<file path="src/rtl/axil_ctrl_master.sv">
// AXI4-Lite initiator for a tile's control_S_AXI port.
// Takes one command at a time, runs the AW/W/B or AR/R exchange and returns a
// single response. A saturating wait counter aborts a transaction the slave
// never finishes.
module axil_ctrl_master #(
  parameter int BW       = 32,
  parameter int BWB      = BW/8,
  parameter int AXI_ADDR = 8,
  parameter int TIMEOUT  = 255,
  parameter int TO_W     = 8
) (
  input  logic                clk_control,
  input  logic                clk_control_rst_high,
  // command stream
  input  logic                cmd_valid,
  output logic                cmd_ready,
  input  logic                cmd_write,
  input  logic [AXI_ADDR-1:0] cmd_addr,
  input  logic [BW-1:0]       cmd_wdata,
  input  logic [BWB-1:0]      cmd_wstrb,
  // response stream
  output logic                rsp_valid,
  input  logic                rsp_ready,
  output logic [BW-1:0]       rsp_rdata,
  output logic [1:0]          rsp_resp,
  output logic                rsp_timeout,
  output logic                busy,
  output logic                err_sticky,
  // AXI4-Lite master
  output logic [AXI_ADDR-1:0] control_M_AXI_AWADDR,
  output logic                control_M_AXI_AWVALID,
  input  logic                control_M_AXI_AWREADY,
  output logic [BW-1:0]       control_M_AXI_WDATA,
  output logic [BWB-1:0]      control_M_AXI_WSTRB,
  output logic                control_M_AXI_WVALID,
  input  logic                control_M_AXI_WREADY,
  input  logic [1:0]          control_M_AXI_BRESP,
  input  logic                control_M_AXI_BVALID,
  output logic                control_M_AXI_BREADY,
  output logic [AXI_ADDR-1:0] control_M_AXI_ARADDR,
  output logic                control_M_AXI_ARVALID,
  input  logic                control_M_AXI_ARREADY,
  input  logic [BW-1:0]       control_M_AXI_RDATA,
  input  logic [1:0]          control_M_AXI_RRESP,
  input  logic                control_M_AXI_RVALID,
  output logic                control_M_AXI_RREADY
);

  typedef enum logic [2:0] {IDLE, WR, WR_RESP, RD_ADDR, RD_DATA, RSP} state_t;

  // registered AXI handshake outputs
  typedef struct packed {
    logic awvalid;
    logic wvalid;
    logic bready;
    logic arvalid;
    logic rready;
  } hs_t;

  // registered response payload
  typedef struct packed {
    logic          valid;
    logic [BW-1:0] rdata;
    logic [1:0]    resp;
    logic          timeout;
  } rsp_t;

  state_t              state, state_d;
  hs_t                 hs, hs_d;
  rsp_t                rsp, rsp_d;
  logic [AXI_ADDR-1:0] awaddr, awaddr_d;
  logic [AXI_ADDR-1:0] araddr, araddr_d;
  logic [BW-1:0]       wdata, wdata_d;
  logic [BWB-1:0]      wstrb, wstrb_d;
  logic                err, err_d;
  logic [TO_W-1:0]     cnt, cnt_d;
  logic                abort;

  logic active, expired, aw_done, w_done;

  assign active  = (state == WR) || (state == WR_RESP) ||
                   (state == RD_ADDR) || (state == RD_DATA);
  assign expired = active && (cnt == TO_W'(TIMEOUT));
  // a channel counts as done once its valid is low or handshakes this edge
  assign aw_done = !hs.awvalid || control_M_AXI_AWREADY;
  assign w_done  = !hs.wvalid  || control_M_AXI_WREADY;

  assign cmd_ready   = (state == IDLE) && !clk_control_rst_high;
  assign busy        = (state != IDLE);
  assign err_sticky  = err;
  assign rsp_valid   = rsp.valid;
  assign rsp_rdata   = rsp.rdata;
  assign rsp_resp    = rsp.resp;
  assign rsp_timeout = rsp.timeout;

  assign control_M_AXI_AWADDR  = awaddr;
  assign control_M_AXI_AWVALID = hs.awvalid;
  assign control_M_AXI_WDATA   = wdata;
  assign control_M_AXI_WSTRB   = wstrb;
  assign control_M_AXI_WVALID  = hs.wvalid;
  assign control_M_AXI_BREADY  = hs.bready;
  assign control_M_AXI_ARADDR  = araddr;
  assign control_M_AXI_ARVALID = hs.arvalid;
  assign control_M_AXI_RREADY  = hs.rready;

  // next-state and next-output logic; every AXI output is a register
  always_comb begin
    state_d  = state;
    hs_d     = hs;
    rsp_d    = rsp;
    awaddr_d = awaddr;
    araddr_d = araddr;
    wdata_d  = wdata;
    wstrb_d  = wstrb;
    err_d    = err;
    cnt_d    = cnt;
    abort    = 1'b0;

    // saturate rather than wrap so a stuck slave can never re-arm the wait
    if (active && (cnt != {TO_W{1'b1}})) cnt_d = cnt + 1'b1;

    case (state)
      IDLE: begin
        if (cmd_valid && cmd_ready) begin
          cnt_d = '0;
          if (cmd_write) begin
            awaddr_d     = cmd_addr;
            wdata_d      = cmd_wdata;
            wstrb_d      = cmd_wstrb;
            hs_d.awvalid = 1'b1;
            hs_d.wvalid  = 1'b1;
            state_d      = WR;
          end else begin
            araddr_d     = cmd_addr;
            hs_d.arvalid = 1'b1;
            state_d      = RD_ADDR;
          end
        end
      end
      WR: begin
        if (hs.awvalid && control_M_AXI_AWREADY) hs_d.awvalid = 1'b0;
        if (hs.wvalid  && control_M_AXI_WREADY)  hs_d.wvalid  = 1'b0;
        if (aw_done && w_done) begin
          hs_d.bready = 1'b1;
          state_d     = WR_RESP;
        end else if (expired) begin
          abort = 1'b1;
        end
      end
      WR_RESP: begin
        if (control_M_AXI_BVALID) begin
          hs_d.bready   = 1'b0;
          rsp_d.valid   = 1'b1;
          rsp_d.rdata   = '0;
          rsp_d.resp    = control_M_AXI_BRESP;
          rsp_d.timeout = 1'b0;
          err_d         = err || (control_M_AXI_BRESP != 2'b00);
          state_d       = RSP;
        end else if (expired) begin
          abort = 1'b1;
        end
      end
      RD_ADDR: begin
        // RREADY stays low here, so an early RVALID is not taken
        if (control_M_AXI_ARREADY) begin
          hs_d.arvalid = 1'b0;
          hs_d.rready  = 1'b1;
          state_d      = RD_DATA;
        end else if (expired) begin
          abort = 1'b1;
        end
      end
      RD_DATA: begin
        if (control_M_AXI_RVALID) begin
          hs_d.rready   = 1'b0;
          rsp_d.valid   = 1'b1;
          rsp_d.rdata   = control_M_AXI_RDATA;
          rsp_d.resp    = control_M_AXI_RRESP;
          rsp_d.timeout = 1'b0;
          err_d         = err || (control_M_AXI_RRESP != 2'b00);
          state_d       = RSP;
        end else if (expired) begin
          abort = 1'b1;
        end
      end
      RSP: begin
        if (rsp_ready) begin
          rsp_d.valid = 1'b0;
          state_d     = IDLE;
        end
      end
      default: state_d = IDLE;
    endcase

    // abandon the AXI exchange and report a SLVERR-coded timeout
    if (abort) begin
      hs_d          = '0;
      rsp_d.valid   = 1'b1;
      rsp_d.rdata   = '0;
      rsp_d.resp    = 2'b10;
      rsp_d.timeout = 1'b1;
      err_d         = 1'b1;
      state_d       = RSP;
    end
  end

  // state and output registers; reset discards any outstanding transaction
  always_ff @(posedge clk_control) begin
    if (clk_control_rst_high) begin
      state  <= IDLE;
      hs     <= '0;
      rsp    <= '0;
      awaddr <= '0;
      araddr <= '0;
      wdata  <= '0;
      wstrb  <= '0;
      err    <= 1'b0;
      cnt    <= '0;
    end else begin
      state  <= state_d;
      hs     <= hs_d;
      rsp    <= rsp_d;
      awaddr <= awaddr_d;
      araddr <= araddr_d;
      wdata  <= wdata_d;
      wstrb  <= wstrb_d;
      err    <= err_d;
      cnt    <= cnt_d;
    end
  end

endmodule

</file>
<file path="config.mk">
export PLATFORM = sky130hd
export DESIGN_NAME = axil_ctrl_master
export DESIGN_NICKNAME = d
export VERILOG_FILES = /design/src/rtl/axil_ctrl_master.sv
export SDC_FILE = /design/constraint.sdc
export NUM_CORES = 1
export LEC_CHECK = 0
export BUFFER_PORTS_ARGS = -buffer_cell sky130_fd_sc_hd__buf_2
export CAP_MARGIN = 0
export CORE_MARGIN = 2
export CORE_UTILIZATION = 44
export CTS_BUF_LIST = sky130_fd_sc_hd__clkbuf_8
export CTS_CLUSTER_SIZE = 16
export DETAILED_ROUTE_END_ITERATION = 16
export PLACE_DENSITY = 0.88
export REMOVE_ABC_BUFFERS = 1
export SLEW_MARGIN = 20
export SYNTH_ARGS = -nofsm -noshare
export SYNTH_HDL_FRONTEND = slang
export SYNTH_SLANG_ARGS = --single-unit
</file>
<file path="constraint.sdc">
create_clock -name clk_control -period 1.7 [get_ports clk_control]
set_input_delay 0.17 -clock clk_control [delete_from_list [all_inputs] [get_ports clk_control]]
set_output_delay 0.17 -clock clk_control [all_outputs]
set_load 0.005 [all_outputs]
</file>
# Word level (Yosys, flattened, before mapping)
# Index checks and enable logic that the tools add are counted.
[word_totals]
out_inout_bits = 96
inputBits = 90
wordCells = 126
register_bits = 105
[op_classes]
eq_ne = 23
addsub = 1
n_reduce_logical = 41
bitwise_logic = 1
muxes = 42
[op_table]
columns = ["cell", "n"]
rows = [
  ["$mux 36", 3],
  ["$pmux 35 s2", 1],
  ["$mux 8", 3],
  ["$mux 3", 7],
  ["$pmux 3 s6", 1],
  ["$reduce_and 3->1", 6],
  ["$mux 1", 16],
  ["$reduce_and 4->1", 4],
  ["$reduce_bool 2->1", 7],
  ["$ne 2x2->1 const B", 6],
  ["$ne 3x3->1 const B", 4],
  ["$reduce_and 6->1", 2],
  ["$add 8x1->8 const B", 1],
  ["$eq 8x8->1 const B", 1],
  ["$mux 2", 4],
  ["$ne 2x1->1 const B", 4],
  ["$ne 8x8->1 const B", 1],
  ["$pmux 1 s2", 4],
  ["$logic_and 1x1->1", 7],
  ["$logic_or 1x1->1", 7],
  ["$eq 3x2->1 const B", 2],
  ["$eq 3x3->1 const B", 2],
  ["$ne 3x2->1 const B", 2],
  ["$reduce_bool 3->1", 2],
  ["other kinds (9)", 11],
]

# Logic depth before layout (Yosys ltp)
# Gate-level depths: netlist of the first run.
[logic_depth]
ltp_word = 10
ltp_mapped = 8
mapped_depth_nobuf = 6

# Least setup slack after synthesis of the first run
# OpenSTA, ideal clock, no wires.
[synth_path]
path_type = "reg-to-reg"
from = "reg cnt[0]"
to = "reg hs (netlist bit control_M_AXI_ARVALID)"
t_required_ps = 1561
stages_incl_launch_ff = 9
arrival_ps = 1732
path_buffers = 2
setup_slack_ps = -172
path_cell_list = "dfxtp_1 ha_1 nand3_1 or4b_4 a31o_4 nand2_4 buf_6 buf_12 a21oi_2"
[synth_via]
elab_chain_len = 6
elab_cells_between_ends = 9
cone_classes = "1 x eq/ne; 6 x mux; 2 x reduce/logical"
[synth_lines]
columns = ["item", "line", "source"]
rows = [
  ["start: declaration", "76", "logic [TO_W-1:0] cnt, cnt_d;"],
  ["start signal: assignment", "228", "cnt <= cnt_d;"],
  ["$eq 8x8->1 (*)", "83", "assign expired = active && (cnt == TO_W'(TIMEOUT));"],
  ["$logic_and 1x1->1 (*)", "83", ""],
  ["$mux 1 (*)", "-", ""],
  ["$mux 1, on equally long branches", "-", ""],
  ["$pmux 1 s4 (*)", "122", "case (state)"],
  ["$reduce_or 2->1 (no source line) (*)", "-", ""],
  ["end signal: assignment", "221", "hs <= hs_d;"],
  ["end: declaration", "69", "hs_t hs, hs_d;"],
]
# Mark *: on every way between the ends. The rest lies on a longest branch, timed or not.
# A chain may end at the register's enable or synchronous reset.

# Worst setup path in the final report of the first run
[layout_path]
from = "reg cnt[0]"
to = "reg rsp (netlist bit rsp_rdata[24])"
[layout_via]
elab_chain_len = 6
elab_cells_between_ends = 9
cone_classes = "1 x eq/ne; 6 x mux; 2 x reduce/logical"
[layout_lines]
columns = ["item", "line", "source"]
rows = [
  ["$eq 8x8->1 (*)", "83", ""],
  ["$logic_and 1x1->1 (*)", "83", ""],
  ["$mux 1 (*)", "-", ""],
  ["$mux 1, on equally long branches", "-", ""],
  ["$pmux 1 s4 (*)", "122", ""],
  ["$reduce_or 2->1 (no source line) (*)", "-", ""],
  ["end signal: assignment", "222", "rsp <= rsp_d;"],
  ["end: declaration", "70", "rsp_t rsp, rsp_d;"],
]
# Marks and branches as above.

==> flow_summary.ini, run 1 <==
[clock_network]
max-clock-path-buffers = 2
clk_latency_ns = 0.36
root_buffer = clkbuf_8
cts_buffers = 9
clock-sinks = 105
clk_pin_slew_ns = 0.11
cts_max_level = 3
tritoncts = done

[power_and_ir_drop]
power_density_mw_per_mm2 = 1060
p_leak_nw = 2.53
ir_drop_mv = 0.578

[placement]
dp_hpwl_um = 8150
place_congestion = 0.863
placed_cells = 790
portBuffers = 185

[timing]
rsz0062_at_grt = true
slew_headroom = 0.608
fin_skew_ns = 0.0135
finalHoldViolCount = 0
tightest_slew_ns = 0.588
slew_viol_final = 0
setup_ws_ns = -0.0809
clock.fmax_ghz = 0.562
setup_viol = 40
fin_crit_ns = 1.78
period_share = 1.05

[grt]
grt_pass1_wl_um = 17900
grt-ovfl-total = 0
antenna_found_initial = 0
grt_pass1_vias = 3854
grtUsageTotal = 0.219
grt_max_degree = 58

[hold_path]
hp-class = input port to register
hold_depth = 3

[logic_synthesis]
syn_inst = 494
synth.area.mux_share = 0.0221
synth_top_family_by_area = simple AND/OR/NAND/NOR gates
async_flop_share = 0
synth.ff_latch_count = 105
synth-simple-area-share = 0.237
avgSynthCellArea_sq_um = 8.26
ys_warn_count = 0
synth_ff_type = dfxtp_1
synth_cell_type_count = 43
synth_area_sq_mm = 0.00408
synth_xor_area_frac = 0.0129
synth_edf_count = 0
synth_compound_area_frac = 0.163
synth_fa_ha_area_frac = 0.00307
ys_seq_area_frac = 0.515

[layout]
areaGrowthSynthToFinish_pct = 39.4
final_nets = 788
utilization = 0.624
stdcell_count = 812
diodes = 0
mostFrequentLayoutCells = buf_2, nand2_1, dfxtp_1, a21oi_1, nand3_1
drive_gt1_frac = 0.394
layout_commonest_cell = buf_2

[floorplanning]
io_pins = 186
initial_core_util = 0.448
die_w_um = 100
num_rows = 35
die_y_um = 100
core_sq_mm = 0.00911
die_area_sq_mm = 0.0101

[routing]
dr.first_iter.drc_count = 134
vias_per_cell = 5.12
firstDrtPassIters = 4
ant_nets = 0
routed_wl_um = 11500
avgRoutedWirePerCell_um = 14.1
drc = 0
vias = 4158

[worst_setup_path]
critPathRequiredTime_ns = 1.95
cp_max_fo = 6
crit_arrival_ns = 2.03
reg2reg_depth = 7
endpoint_kind = register
critPathLaunchType = register
crit_type = register to register

[run_status]
outcome = finished with violations
violations = setup timing

[job]
maxCapViolCount = 0
-- per-layer routing --
| layer | GRT usage | vias to the layer above | wire length [um] |
|---|---|---|---|
| met5 | 0 | - | 0 |
| met2 | 0.369 | 175 | 5560 |
| met4 | 0.0759 | 0 | 179 |
| li1 | - | 2055 | - |
| met1 | 0.268 | 1911 | 4750 |
| met3 | 0.0648 | 17 | 977 |
-- synthesized netlist by cell type (2+ instances only) --
| cell | n | area, sq um |
|---|---|---|
| xnor2_1 | 5 | 43.8 |
| clkbuf_1 | 17 | 63.8 |
| o22ai_1 | 3 | 18.8 |
| o211ai_1 | 2 | 15.0 |
| a21oi_1 | 77 | 385 |
| mux2i_1 | 9 | 90.1 |
| nor2_1 | 25 | 93.8 |
| a31oi_1 | 4 | 25.0 |
| buf_2 | 15 | 75.1 |
| a21oi_2 | 10 | 87.6 |
| nand2_1 | 131 | 492 |
| nor2b_1 | 5 | 31.3 |
| nand2b_1 | 4 | 25.0 |
| nor3_1 | 8 | 40.0 |
| nand3_1 | 37 | 185 |
| o21ai_0 | 6 | 30.0 |
| inv_1 | 6 | 22.5 |
| dfxtp_1 | 105 | 2100 |
-- state kept, by name, indices dropped and copies added (netlist names), 2 cells and up --
name and count:
control_M_AXI_AWADDR 8, rsp_resp 2, cnt 8, state 3, control_M_AXI_ARADDR 8, control_M_AXI_WSTRB 4
rsp_rdata 32, control_M_AXI_WDATA 32
-- stage by stage --
stage / setup TNS [ns] / setup slack, ns / instance area [sq um] / power, mW / hold WS, ns
after detailed placement: -3.84 / -0.125 / 5290 / 4.36 / 0.392
after floorplan: -55.83 / -0.969 / 3910 / 3.57 / 0.239
after CTS: -1.52 / -0.0569 / 5580 / 5.98 / 0.0132
after global routing: -5.27 / -0.152 / 5690 / 6.39 / 0.0198
after global placement: -1.21 / -0.0405 / 5290 / 4.31 / 0.370
final: -2.19 / -0.0809 / 5690 / 6.06 / 0.0309
-- where the power goes --
group	internal (mW)	switching (mW)
clock network	0.725	0.861
registers	2.64	0.135
logic	0.760	0.935
-- final timing paths --
path / startpoint / endpoint / slack [ns]
setup / recovery: cnt[0] / rsp_rdata[24] / -0.08
hold / removal: cmd_wdata[3] / control_M_AXI_WDATA[3] / 0.03
hold reg to reg: rsp_rdata[21] / rsp_rdata[21] / 0.45
setup reg to reg: cnt[0] / rsp_rdata[24] / -0.08
-- cells by family after synthesis --
kind of cell    count (synthesis)
fa+ha+maj                       1
compound gates                112
simple gates                  221
mux                             9
buf+inv                        40
flops                         105
xor+xnor                        6
-- critical path, cell delays in order, from the launching register on --
cell	delay, ns
dfxtp_2	0.37
ha_4	0.16
nand3_4	0.07
or4b_4	0.49
a31o_4	0.25
nand2_8	0.12
clkbuf_16	0.16
a21oi_1	0.05
-- layout make-up --
class / count / area [sq um]
Clock buffer: 10 / 138
Tap cell: 111 / 139
Timing Repair Buffer: 226 / 1340
Clock inverter: 5 / 63.8
Sequential cell: 105 / 2110
Inverter: 6 / 22.5
Fill cell: 743 / 3420
Multi-Input combinational cell: 349 / 1880
-- timing repair --
action,CTS,global route
resized for setup,11,15
setup buffers,1,3
gates cloned,1,1
pin swaps,0,2
hold buffers,1,0
endpoints found under the setup margin,44,51
hold endpoints to repair,1,0
No activity file was read; power rests on OpenSTA's default activity.
==> run 2, diff against run 1 <==
- CORE_ASPECT_RATIO: not set -> 0.75
==> flow_summary.ini, run 2 (synthesis gave the netlist of run 1 again) <==
[routing]
drc = 0
ant_nets = 0
vias_per_cell = 4.99
dr.first_iter.drc_count = 231
avgRoutedWirePerCell_um = 13.5
firstDrtPassIters = 5
vias = 4109
routed_wl_um = 11200

[worst_setup_path]
r2r_start = cnt[1]
critPathLaunch = cnt[1]
endpoint_kind = register
crit_type = register to register
setup.worst_path.end = rsp_rdata[5]
critPathRequiredTime_ns = 1.95
critPathLaunchType = register
crit_slowest_cell = or4b_4
reg2reg_slack_ns = -0.08
worstReg2RegEnd = rsp_rdata[5]
crit_arrival_ns = 2.03
cp_max_fo = 6
crit_path_cell_trace = ha_4, nand3_2, or4b_4, a31o_4, nand2_8, clkbuf_16, a21oi_1
reg2reg_depth = 7
cp_slowest_stage_delay_ns = 0.50

[grt]
grt_pass1_wl_um = 17200
grt_max_degree = 54
grtUsageTotal = 0.213
antenna_found_initial = 0
grt-ovfl-total = 0
grt_pass1_vias = 3842

[layout]
fill_cells = 734
mostFrequentLayoutCells = buf_2, nand2_1, dfxtp_1, a21oi_1, nand3_1
ff_latch_area_sq_mm = 0.00211
drive_gt1_frac = 0.408
areaGrowthSynthToFinish_pct = 41.1
multi_input_area_sq_mm = 0.00193
diodes = 0
layout_commonest_cell = buf_2
final_nets = 782
utilization = 0.636

[clock_network]
root_buffer = clkbuf_8
tritoncts = done
clk_pin_slew_ns = 0.10
clock-sinks = 105
max-clock-path-buffers = 2
cts_max_level = 3
clk_latency_ns = 0.35
cts_buffers = 9

[floorplanning]
die_w_um = 115
die_y_um = 87.4
num_rows = 30
initial_core_util = 0.451
core_sq_mm = 0.00905
die_area_sq_mm = 0.0101
io_pins = 186

[timing]
clock.fmax_ghz = 0.563
tightest_slew_ns = 0.527
slew_headroom = 0.648
slew_viol_final = 0
setup_ws_ns = -0.0767
worst_hold_slack_ns = 0.0430
tns_ns = -2.14
fin_skew_ns = 0.00589
rsz0062_at_grt = true
finalHoldViolCount = 0
period_share = 1.05
fin_crit_ns = 1.78
setup_viol = 39

[placement]
place_worst_setup_slack_ns = -0.116
dp_hpwl_um = 7940
portBuffers = 185
place_congestion = 0.858

[power_and_ir_drop]
power_density_mw_per_mm2 = 1070
p_total_mw = 6.18
p_leak_nw = 2.53
ir_drop_mv = 0.758

[run_status]
violations = setup timing
outcome = finished with violations

[hold_path]
hp-class = input port to register

[job]
maxCapViolCount = 0
-- run 2: changes by cell type in the layout (fill, tap and decap cells not counted), moves of 2 or more --
cell      change
dfxtp_1       -2
a21oi_1       -6
buf_4         -7
nor3_1        -3
a21oi_2       +6
clkinv_4      -2
nor3_2        +2
-- run 2: what timing repair did --
item	4_1_cts	5_1_grt
gates resized for setup	16	28
endpoints found under the hold margin	1	0
setup endpoints to repair	44	50
hold buffers	1	0
buffers inserted	1	0
cloned	1	1
pin swaps	4	2
-- run 2: cell type report --
class                      instances  area share
inverter                           6     0.00391
timing repair buffer             220       0.226
sequential                       105       0.367
clock inverter                     5      0.0137
multi-input combinational        349       0.335
clock buffer                      11      0.0263
tap                              128      0.0278
-- run 2: power by group --
part	internal, mW	total, mW	switching (mW)
registers	2.65	2.79	0.141
logic	0.731	1.67	0.937
clock network	0.905	1.72	0.816
total	4.28	6.18	1.89
-- run 2: routing by layer --
metal,global-route usage,vias to the layer above,share of wire
li1,-,2043,-
met1,0.259,1868,0.43
met2,0.359,187,0.47
met3,0.0661,11,0.089
met4,0.0734,0,0.0093
met5,0,-,0
-- run 2: worst min path at each step --
stage,depth (start not counted),end,from
4_1_cts,3,control_M_AXI_WSTRB[2],cmd_wstrb[2]
5_1_grt,3,control_M_AXI_WDATA[20],cmd_wdata[20]
3_3_place_gp,2,control_M_AXI_AWVALID,control_M_AXI_AWREADY
6_report,3,control_M_AXI_WDATA[26],cmd_wdata[26]
3_5_place_dp,2,control_M_AXI_AWVALID,control_M_AXI_AWREADY
2_1_floorplan,1,control_M_AXI_AWADDR[0],clk_control_rst_high
-- run 2: critical path: cells and delay by family (launching register included) --
kind                       cells  cell delay, ns
DFF                            1            0.36
buffers and inverters          1            0.16
adders and majority gates      1            0.14
AOI/OAI and AO/OA              2            0.29
and+or+nand+nor                3            0.71
-- run 2: per-stage QoR --
| stage | cells | cell area (sq um) |
|---|---|---|
| after floorplan | 460 | 3910 |
| after global placement | 805 | 5290 |
| after global routing | 824 | 5760 |
| after detailed placement | 805 | 5290 |
| final | 824 | 5760 |
| after CTS | 823 | 5620 |
